File: src/rtl/aexm_pkg.sv
// aexm_pkg: shared constants and the fetch entry type for the AEXM front end.
package aexm_pkg;
  localparam logic [31:0] AEXM_NOP = 32'h8000_0000;
  localparam logic [5:0] OPC_BSF0 = 6'o21;
  localparam logic [5:0] OPC_BSF1 = 6'o31;
  localparam logic [5:0] OPC_IMM  = 6'o54;
  typedef struct packed {
    logic [31:0] inst;
    logic [31:0] pc;
  } aexm_fetch_t;
endpackage

File: src/rtl/aexm_fetch_buf_mem.sv
// aexm_fetch_buf_mem: DEPTH x 64 entry storage, one write port, one asynchronous read port.
module aexm_fetch_buf_mem
  import aexm_pkg::*;
#(
  parameter int DEPTH = 4,
  parameter int AW = $clog2(DEPTH)
) (
  input  logic          gclk,
  input  logic          we,
  input  logic [AW-1:0] waddr,
  input  aexm_fetch_t   wdata,
  input  logic [AW-1:0] raddr,
  output aexm_fetch_t   rdata
);
  aexm_fetch_t mem_q [DEPTH];
  always_ff @(posedge gclk) begin
    if (we) mem_q[waddr] <= wdata;
  end
  assign rdata = mem_q[raddr];
endmodule

File: src/rtl/aexm_fetch_buf.sv
// aexm_fetch_buf: instruction fetch queue feeding decode, with barrel-shift hold and flush.
// Define AEXM_FETCH_BUF_BYPASS_EN to let an offer reach decode in the same cycle when empty.
module aexm_fetch_buf
  import aexm_pkg::*;
#(
  parameter int DEPTH = 4,
  parameter int AW = $clog2(DEPTH)
) (
  input  logic          gclk,
  input  logic          grst_n,
  input  logic          ic_valid,
  input  logic [31:0]   ic_inst,
  input  logic [31:0]   ic_pc,
  output logic          ic_ready,
  input  logic          d_en,
  input  logic          fSTALL,
  input  logic          flush,
  output logic [31:0]   dINST,
  output logic [31:0]   dPC,
  output logic          dVALID,
  output logic [AW:0]   fb_count
);
  logic [AW:0]   count_q, count_d;
  logic [AW-1:0] wr_ptr_q, wr_ptr_d, rd_ptr_q, rd_ptr_d;
  logic          hold_q, hold_d;
  logic          byp, push, pop, wr_en, rd_adv;
  aexm_fetch_t   head;
  aexm_fetch_buf_mem #(.DEPTH(DEPTH), .AW(AW)) u_mem (
    .gclk  (gclk),
    .we    (wr_en),
    .waddr (wr_ptr_q),
    .wdata ({ic_inst, ic_pc}),
    .raddr (rd_ptr_q),
    .rdata (head)
  );
  assign ic_ready = grst_n & (count_q != (AW+1)'(DEPTH));
  assign fb_count = count_q;
  always_comb begin
`ifdef AEXM_FETCH_BUF_BYPASS_EN
    byp = grst_n & (count_q == '0) & ic_valid & ~flush;
`else
    byp = 1'b0;
`endif
    dVALID = (count_q != '0) | byp;
    dINST = !dVALID ? AEXM_NOP : byp ? ic_inst : head.inst;
    dPC = !dVALID ? 32'h0 : byp ? ic_pc : head.pc;
    push = ic_valid & ic_ready & ~flush;
    pop = dVALID & d_en & ~flush & (~fSTALL | hold_q);
    // a bypassed word consumed in the same cycle never touches storage
    wr_en = push & ~(byp & pop);
    rd_adv = pop & ~byp;
    wr_ptr_d = flush ? '0 : wr_ptr_q + AW'(wr_en);
    rd_ptr_d = flush ? '0 : rd_ptr_q + AW'(rd_adv);
    count_d = flush ? '0 : count_q + (AW+1)'(wr_en) - (AW+1)'(rd_adv);
    hold_d = (flush | pop) ? 1'b0 : (dVALID & d_en & fSTALL) ? 1'b1 : hold_q;
  end
  always_ff @(posedge gclk or negedge grst_n) begin
    if (!grst_n) begin
      count_q <= '0;
      wr_ptr_q <= '0;
      rd_ptr_q <= '0;
      hold_q <= 1'b0;
    end else begin
      count_q <= count_d;
      wr_ptr_q <= wr_ptr_d;
      rd_ptr_q <= rd_ptr_d;
      hold_q <= hold_d;
    end
  end
endmodule

File: config.mk
export PLATFORM = sky130hd
export DESIGN_NAME = aexm_fetch_buf
export DESIGN_NICKNAME = d
export VERILOG_FILES = /design/src/rtl/aexm_pkg.sv /design/src/rtl/aexm_fetch_buf_mem.sv /design/src/rtl/aexm_fetch_buf.sv
export SDC_FILE = /design/constraint.sdc
export NUM_CORES = 1
export LEC_CHECK = 0
export ABC_AREA = 1
export BUFFER_PORTS_ARGS = -buffer_cell sky130_fd_sc_hd__buf_2
export CAP_MARGIN = 20
export CORE_MARGIN = 2
export CORE_UTILIZATION = 60
export DETAILED_ROUTE_END_ITERATION = 8
export PLACE_DENSITY = 0.91
export SETUP_SLACK_MARGIN = 0.4
export SYNTH_ARGS = -nofsm -noshare
export SYNTH_HDL_FRONTEND = slang
export SYNTH_SLANG_ARGS = --single-unit
File: constraint.sdc
create_clock -name gclk -period 6.35 [get_ports gclk]
set_input_delay 0.635 -clock gclk [delete_from_list [all_inputs] [get_ports gclk]]
set_output_delay 0.635 -clock gclk [all_outputs]
set_load 0.005 [all_outputs]
# [Word-level counts from Yosys, hierarchy flattened]
# Memory sizes are Yosys's and may differ from the RTL's.
# Cells that the tools add are included.
[word_totals] reg_bits=8 ram_bits=256 memories=1
[op_classes] add_sub_neg=4 eq_ne=1 muxes=9 n_bitwise=11 n_reduce_logical=2
[mem_list] name="u_mem.mem_q" words=4 width=64 rd=1 rd_clocked_by_memory_dff=0 write_ports=1 line="aexm_fetch_buf_mem.sv:15" text="aexm_fetch_t mem_q [DEPTH];"
[op_table] operator="two-way mux 32 bit" count=2
[op_table] operator="AND 1 bit" count=7
[op_table] operator="adder 2 x 1 -> 2 bit" count=2
[op_table] operator="two-way mux 1 bit" count=4
[op_table] operator="two-way mux 2 bit" count=2
[op_table] operator="adder 3 x 1 -> 3 bit" count=1
[op_table] operator="two-way mux 3 bit" count=1
[op_table] operator="inequality test 3 bit (second input constant)" count=1
[op_table] operator="nonzero test 3 bit" count=1
[op_table] operator="subtractor 3 x 1 -> 3 bit" count=1
[op_table] operator="inverter 1 bit" count=2
[op_table] operator="bitwise OR 1 bit" count=2
[op_table] operator="nonzero test 2 bit" count=1

# [Logic depth before layout (Yosys ltp)]
# Gate-level depths: netlist of run 1.
[depth] word_depth=7 depth_mapped=12

# [Hierarchy]
# From an unflattened synthesis of run 1, not the netlist that was laid out.
[hier_totals] cells_unflattened=1190 area_unflattened_um2=11833.8
[by_module_without_submodules] mod="aexm_fetch_buf_mem" instances=1 cells_per_inst=1010 area_per_inst_um2=10761.6
[by_module_without_submodules] mod="aexm_fetch_buf" instances=1 cells_per_inst=180 area_per_inst_um2=1072.3

# [Least setup slack after synthesis of run 1]
# OpenSTA, ideal clock, no wires.
[synth_timing] kind="in2reg" startpoint="input flush" endpoint="memory u_mem.mem_q[0][0] (netlist name) (enable)" setup_time_ps=487 arrival_ps=3649 required_ps=5863 setup_slack_ps=2215 stages=3 path_cell_list="inv_1 -> nand4_1 -> nor2_1"
[synth_via] elab_chain_cells=4
[synth_lines] element="start, declared" line="aexm_fetch_buf.sv:17" text="input logic flush,"
[synth_lines] element="inverter 1 bit" line="aexm_fetch_buf.sv:47" text="push = ic_valid & ic_ready & ~flush;"
[synth_lines] element="AND 1 bit" line="aexm_fetch_buf.sv:47"
[synth_lines] element="two-way mux 1 bit" line="aexm_fetch_buf_mem.sv:17" text="if (we) mem_q[waddr] <= wdata;"
[synth_lines] element="two-way mux 1 bit (implied by the code)" line="aexm_fetch_buf_mem.sv:17"
[synth_lines] element="end, declared" line="aexm_fetch_buf_mem.sv:15"
# No other way between the ends.

# [Worst setup path in the final report of run 1]
[layout_timing] startpoint="register rd_ptr_q[0]" endpoint="output dINST[3]"
[layout_via] elab_chain_cells=2
[layout_lines] element="start, declared" line="aexm_fetch_buf.sv:24" text="logic [AW-1:0] wr_ptr_q, wr_ptr_d, rd_ptr_q, rd_ptr_d;"
[layout_lines] element="start signal, assigned" line="aexm_fetch_buf.sv:66" text="rd_ptr_q <= rd_ptr_d;"
[layout_lines] element="memory read (4 x 64 bit)"
[layout_lines] element="two-way mux 32 bit" line="aexm_fetch_buf.sv:45" text="dINST = !dVALID ? AEXM_NOP : byp ? ic_inst : head.inst;"
[layout_lines] element="end, declared" line="aexm_fetch_buf.sv:18" text="output logic [31:0] dINST,"
# No other way between the ends.

==> summary.md, run 1 <==
| Metric | Value |
|---|---|
| Pre-CTS setup slack | `3.28 ns` |
| Worst slew pin tran | `approximately 1.0 ns` |
| Initial Util | `0.606` |
| Gpl congestion | `between 0.7 and 0.8` |
| Post-DRT Antenna Nets | `0` |
| FP Rows | `50` |
| Buffers on Ports | `around 140` |
| Reg2reg setup slack | `3.71 ns` |
| Cells after DPL | `around 1400` |
| CP Capture Type | `primary output` |
| Final-report setup violation count | `0` |
| First-pass GRT wire length | `between 30000 and 40000 um` |
| Via density | `about 5.3` |
| Mapped Avg Cell Area | `between 10 and 15 sq um` |
| Fin crit period | `~3.6 ns` |
| Synth cell count leaders | `inv_1 (267), nand2_1 (267), edfxtp_1 (256)` |
| Post-synth top area share | `0.683` |
| Worst-path fanout max | `77` |
| Initial antenna violation count | `1` |
| CTS H-tree lvls | `1` |
| Seq/Total Area, Yosys | `0.700` |
| Post-Route Setup TNS | `0 ns` |
| Cell-internal power | `2940 uW` |
| Wire per inst | `16.7 um` |
| Overflow after GRT | `0` |
| Die area | `~20000 sq um` |
| Power share of the clock group | `0.382` |
| Combinational Power Share | `0.109` |
| Synth Net Count | `~1100` |
| Sw frac | `0.235` |
| Post-synth EDFFs | `256` |
| Synthesized area | `roughly 11000 sq um` |
| Worst Path Required | `around 5.7 ns` |
| Synth area leaders | `edfxtp_1 (68%), inv_1 (8.9%), nand2_1 (8.9%), nand3_1 (5.7%), a21oi_1 (2.9%)` |
| Fillcell total | `approximately 1200` |
| Reg2Reg Depth | `6` |
| Ys async rst share | `0.0303` |
| Area of the core | `between 15000 and 20000 sq um` |
| Nets | `~1300` |
| Clock Latency Late Sink | `about 0.52 ns` |
| Hold path start | `ic_pc[31]` |
| Area growth from synthesis to layout | `15.4%` |
| Die width | `between 100 and 150 um` |
| Worst path arrival time | `approximately 3.0 ns` |
| Worst Skew | `just over 0.008 ns` |
| Initial DRC Count | `~680` |
| RR Startpoint | `fb_count[1]` |
| First-pass DRT Iterations | `5` |
| Hold Path Stages | `1` |
| RSZ-0062 raised after global routing | `no` |
| DRC | `0` |
| Worst VDD drop | `0.280 mV` |
| Clock sinks | `approximately 260` |
| GRT Total Usage | `0.243` |
| Share of cells above drive strength 1 | `0.158` |
| Max Transition Viols Final | `0` |
| Yosys reg bits | `between 200 and 300` |
| DR vias | `7676` |
| Cts repair resizes | `0` |
| Yosys Warn Count | `0` |
| DPL Wire Length | `roughly 14000 um` |
| Die height | `between 100 and 150 um` |
| Top FF cell, synth | `edfxtp_1` |
| Final Hold Viols | `0` |
| Crit Reg-Reg Endpoint | `u_mem.mem_q[3][1]` |
| Clk buf depth | `3` |
| Reg clk slew, reported paths | `roughly 0.06 ns` |
| Vias in the first global route | `around 7800` |
| Post-Route WL | `about 24000 um` |
| Status | `completed` |
| Synth unique cells | `16` |
| Leak | `~0.006 uW` |
| Worst Setup Start Kind | `flip-flop` |
| Fmax | `0.277 GHz` |
| Largest net degree at the start of global routing | `99` |
| Hold endpoint | `u_mem.mem_q[2][31]` |
| Clock root buffer | `clkbuf_16` |
| Setup Crit Path Kind | `reg -> out` |
| Post-synth top area cell | `edfxtp_1` |
| PD cells | `a little under 300 nW/um^2` |
| Post-CTS setup buffers | `0` |
| P_sw | `905 uW` |
| CTS tree | `built` |
| Total CTS buffers | `26` |
| Post-Synthesis Cells | `around 1100` |
| Hold Slack | `approximately 0.33 ns` |
| Max_slew headroom | `0.310` |
| Hold Crit Class | `in -> reg` |
| IO Pins | `139` |
| Reg power frac | `0.509` |
| Maxcap violations | `0` |
| Non-Filler Instances | `1454` |
| Final period utilization | `0.569` |
| Worst Setup Slack, final | `~2.7 ns` |
## power groups by stage
stage	combinational, uW	clock (uW)	sequential [uW]
after floorplan	218	0	1990
after global placement	405	0	1990
after detailed placement	420	0	2000
after CTS	423	1490	1960
after global routing	465	1550	1960
final	421	1470	1960
## cells by family after synthesis
| family | after synthesis | share of synthesized area |
|---|---|---|
| flip-flops | 264 | 0.700 |
| AND/OR/NAND/NOR | 412 | 0.152 |
| adder cells (fa/ha/maj) | 5 | 0.00622 |
| AO/OA/AOI/OAI | 68 | 0.0304 |
| buffers and inverters | 317 | 0.110 |
| XOR/XNOR | 1 | 0.000778 |
## sequential cells by signal (all words and copies together), names as in the netlist
register and flops:
rd_ptr_q 2, wr_ptr_q 2, fb_count 3, hold_q 1, u_mem.mem_q 256
## metal layers
metal  GRT usage  wire, um  up-vias
li1            -         -     3649
met5           0         0        -
met1       0.308      9560     3619
met2       0.425     12200      356
met3      0.0377      1940       52
met4      0.0953       603        0
## worst max path at each step
| stage | slack, ns | endpoint | from | cells past startpoint |
|---|---|---|---|---|
| 5_1_grt | 2.53 | dPC[23] | rd_ptr_q[0] | 6 |
| 3_3_place_gp | 3.04 | u_mem.mem_q[3][37] | flush | 5 |
| 4_1_cts | 2.72 | dPC[23] | rd_ptr_q[0] | 6 |
| 6_report | 2.74 | dINST[3] | rd_ptr_q[0] | 6 |
| 2_1_floorplan | 2.21 | u_mem.mem_q[0][0] | flush | 3 |
| 3_5_place_dp | 3.28 | dPC[23] | rd_ptr_q[0] | 6 |
## per-stage QoR
stage | cell area, sq um | power [uW] | util
after CTS | 13000 | 3870 | 0.699
after global routing | 13000 | 3970 | 0.699
after floorplan | 11300 | 2210 | -
final | 13000 | 3850 | 0.699
after global placement | 12100 | 2400 | 0.652
after detailed placement | 12200 | 2410 | 0.654
## layout make-up
| class | instances | area, sq um | area share |
|---|---|---|---|
| flip-flops and latches | 264 | 7890 | 0.607 |
| multi-input cells | 486 | 2160 | 0.166 |
| inverters | 270 | 1020 | 0.0782 |
| repair buffers | 150 | 808 | 0.0622 |
| clock buffers | 34 | 702 | 0.0540 |
| well taps | 234 | 293 | 0.0225 |
| clock inverters | 14 | 115 | 0.00886 |
| diodes | 2 | 5.00 | 0.000385 |
## cell usage in the layout, fill, tap and decap left out, drive strengths merged
cell,Yosys,routed
clkinv,0,12
nand3,128,128
dfrtp,8,8
o211ai,1,1
bufinv,0,2
clkbuf,5,34
dlygate4sd3,0,1
xnor2,1,1
fa,1,1
ha,4,4
diode,0,2
nand4,1,1
inv,270,270
buf,42,149
nor2,16,16
a21oi,65,65
edfxtp,256,256
o21ai,2,2
nand2,267,267
## critical path, cell delays in order (launching register included)
cell     delay, ns
dfrtp_4       0.64
inv_4         0.65
buf_4         0.62
nand2_1       0.11
nand3_1       0.11
a21oi_1       0.12
buf_2         0.19
## what timing repair did
action	4_1_cts	5_1_grt
hold buffers	1	0
hold endpoints to repair	8	0
setup endpoints to repair	0	0
Power figures use the tool's default switching activity.
==> run 2, diff against run 1 <==
CORE_UTILIZATION = 52   (was 60)
PLACE_DENSITY = 0.84   (was 0.91)
clock period = 3.3 ns   (was 6.35 ns; I/O delays follow)
==> summary.md, run 2 (same netlist as run 1, synthesis figures left out) <==
| Metric | Value |
|---|---|
| Nets | `1278 (was 1273)` |
| CTS H-tree lvls | `1 (unchanged)` |
| CTS tree | `built (unchanged)` |
| Most frequent cells in the layout | `inv_1 (267), nand2_1 (267), edfxtp_1 (256) (unchanged)` |
| DP Area | `12300 sq um (was 12200 sq um)` |
| Max_slew headroom | `0.438 (was 0.310)` |
| Largest register FFs | `256 (unchanged)` |
| GRT Total Usage | `0.209 (was 0.243)` |
| Die width | `151 um (was 141 um)` |
| Status | `completed (unchanged)` |
| Worst-path fanout max | `96 (was 77)` |
| Worst path arrival time | `2.33 ns (was 2.98 ns)` |
| DR vias | `7541 (was 7676)` |
| CP Capture Type | `primary output (unchanged)` |
| Worst slew pin tran | `0.843 ns (was 1.04 ns)` |
| Most flops, register | `u_mem.mem_q (unchanged)` |
| Clk buf depth | `3 (unchanged)` |
| IO Pins | `139 (unchanged)` |
| Max Transition Viols Final | `0 (unchanged)` |
| First-pass GRT wire length | `36600 um (was 38100 um)` |
| Largest net degree at the start of global routing | `130 (was 99)` |
| Final period utilization | `0.807` |
| Post-Route WL | `23900 um (was 24300 um)` |
| Total CTS buffers | `27 (was 26)` |
| Clock sinks | `264 (unchanged)` |
| FP Rows | `53 (was 50)` |
| Pre-CTS setup slack | `0.993 ns (was 3.28 ns)` |
| Initial antenna violation count | `4 (was 1)` |
| Share of cells above drive strength 1 | `0.158 (about the same)` |
| Fmax | `between 0.3 and 0.4 GHz` |
| Worst VDD drop | `0.493 mV (was 0.280 mV)` |
| Die area | `22800 sq um (was 19900 sq um)` |
| Via density | `5.03 (was 5.28)` |
| Hold Crit Class | `in -> reg (unchanged)` |
| Clock root buffer | `clkbuf_16 (unchanged)` |
| Fin util | `0.618 (was 0.699)` |
| Initial DRC Count | `555 (was 683)` |
| Worst Setup Start Kind | `flip-flop (unchanged)` |
| Maxcap violations | `0 (unchanged)` |
| Vias in the first global route | `7427 (was 7759)` |
| Clock Latency Late Sink | `0.52 ns (about the same)` |
| Die height | `151 um (was 141 um)` |
| Finished Cell Area | `13100 sq um (was 13000 sq um)` |
| DRC | `0 (unchanged)` |
| Buffers on Ports | `138 (unchanged)` |
| DPL Wire Length | `14000 um (was 14100 um)` |
| Worst Setup Slack, final | `0.636 ns (was 2.74 ns)` |
| Worst Path Required | `2.97 ns (was 5.71 ns)` |
| RSZ-0062 raised after global routing | `no (unchanged)` |
| Gpl congestion | `0.811 (was 0.772)` |
| Final-report setup violation count | `0 (unchanged)` |
| Area growth from synthesis to layout | `16.1% (was 15.4%)` |
| Fillcell total | `1624 (was 1216)` |
| Post-DRT Antenna Nets | `0 (unchanged)` |
| Leak | `0.00593 uW (was 0.00592 uW)` |
| Worst Skew | `0.00743 ns (was 0.00805 ns)` |
| Final Hold Viols | `0 (unchanged)` |
| Wire per inst | `15.9 um (was 16.7 um)` |
| Reg clk slew, reported paths | `0.06 ns (about the same)` |
| Setup Crit Path Kind | `reg -> out (unchanged)` |
| PD cells | `559 nW/um^2 (was 296 nW/um^2)` |
| Area of the core | `21200 sq um (was 18600 sq um)` |
| Fin crit period | `between 2 and 3 ns` |
| Initial Util | `0.532 (was 0.606)` |
| Post-CTS setup buffers | `0 (unchanged)` |
| Overflow after GRT | `0 (unchanged)` |
| First-pass DRT Iterations | `5 (unchanged)` |
## run 2: cell count changes in the layout (fill, tap and decap cells not counted), sizes merged
cell / delta
bufinv: -1
diode: +2
clkinv: -1
buf: +4
## run 2: where the power goes
| group | total, uW | internal, uW | switching, uW |
|---|---|---|---|
| Sequential | 3760 | 3740 | 20.6 |
| Combinational | 835 | 293 | 542 |
| Clock | 2720 | 1560 | 1160 |
| Total | 7320 | 5590 | 1720 |
## run 2: per-layer routing
metal	global-route usage	vias up	routed length, um
met4	0.0621	2	499
met1	0.248	3574	9460
met3	0.0416	38	1710
li1	-	3655	-
met2	0.384	272	12200
met5	0	-	13
## run 2: timing repair
action	CTS	global route
hold buffers	1	0
hold endpoints to repair	8	0
setup endpoints to repair	0	17
resized for setup	0	1
## run 2: area by class of cell
cell class / instances / area (sq um) / share of cell area
flip-flops and latches: 264 / 7890 / 0.603
repair buffers: 154 / 876 / 0.0670
clock buffers: 34 / 702 / 0.0537
inverters: 270 / 1020 / 0.0779
multi-input cells: 486 / 2160 / 0.165
well taps: 275 / 344 / 0.0263
clock inverters: 12 / 75.1 / 0.00574
diodes: 4 / 10.0 / 0.000765
## run 2: worst paths after layout
| check | from | end | slack, ns | cells past startpoint |
|---|---|---|---|---|
| setup / recovery | rd_ptr_q[0] | dINST[23] | 0.64 | 6 |
| hold / removal | ic_pc[18] | u_mem.mem_q[0][18] | 0.01 | 1 |
| setup reg to reg | fb_count[1] | fb_count[2] | 1.21 | 12 |
| hold reg to reg | hold_q | hold_q | 0.53 | 2 |
| max in group asynchronous | grst_n | rd_ptr_q[0] | 2.91 | 2 |
| min in group asynchronous | grst_n | fb_count[0] | 0.19 | 2 |
## run 2: stage by stage
step	hold WS (ns)	TNS (ns)	power [uW]	std cells
6_report	0.0149	0	7320	1499
5_1_grt	0.00469	0	7590	1496
4_1_cts	0.000351	0	7360	1495
3_5_place_dp	0.195	0	4670	1448
3_3_place_gp	0.195	0	4650	1448
2_1_floorplan	0.0344	-165.58	4250	1067
## run 2: critical path: stages (launching register included)
cell	delay, ns
dfrtp_4	0.51
inv_6	0.50
buf_4	0.36
nand2_1	0.09
nand3_1	0.08
a21oi_1	0.08
buf_2	0.13
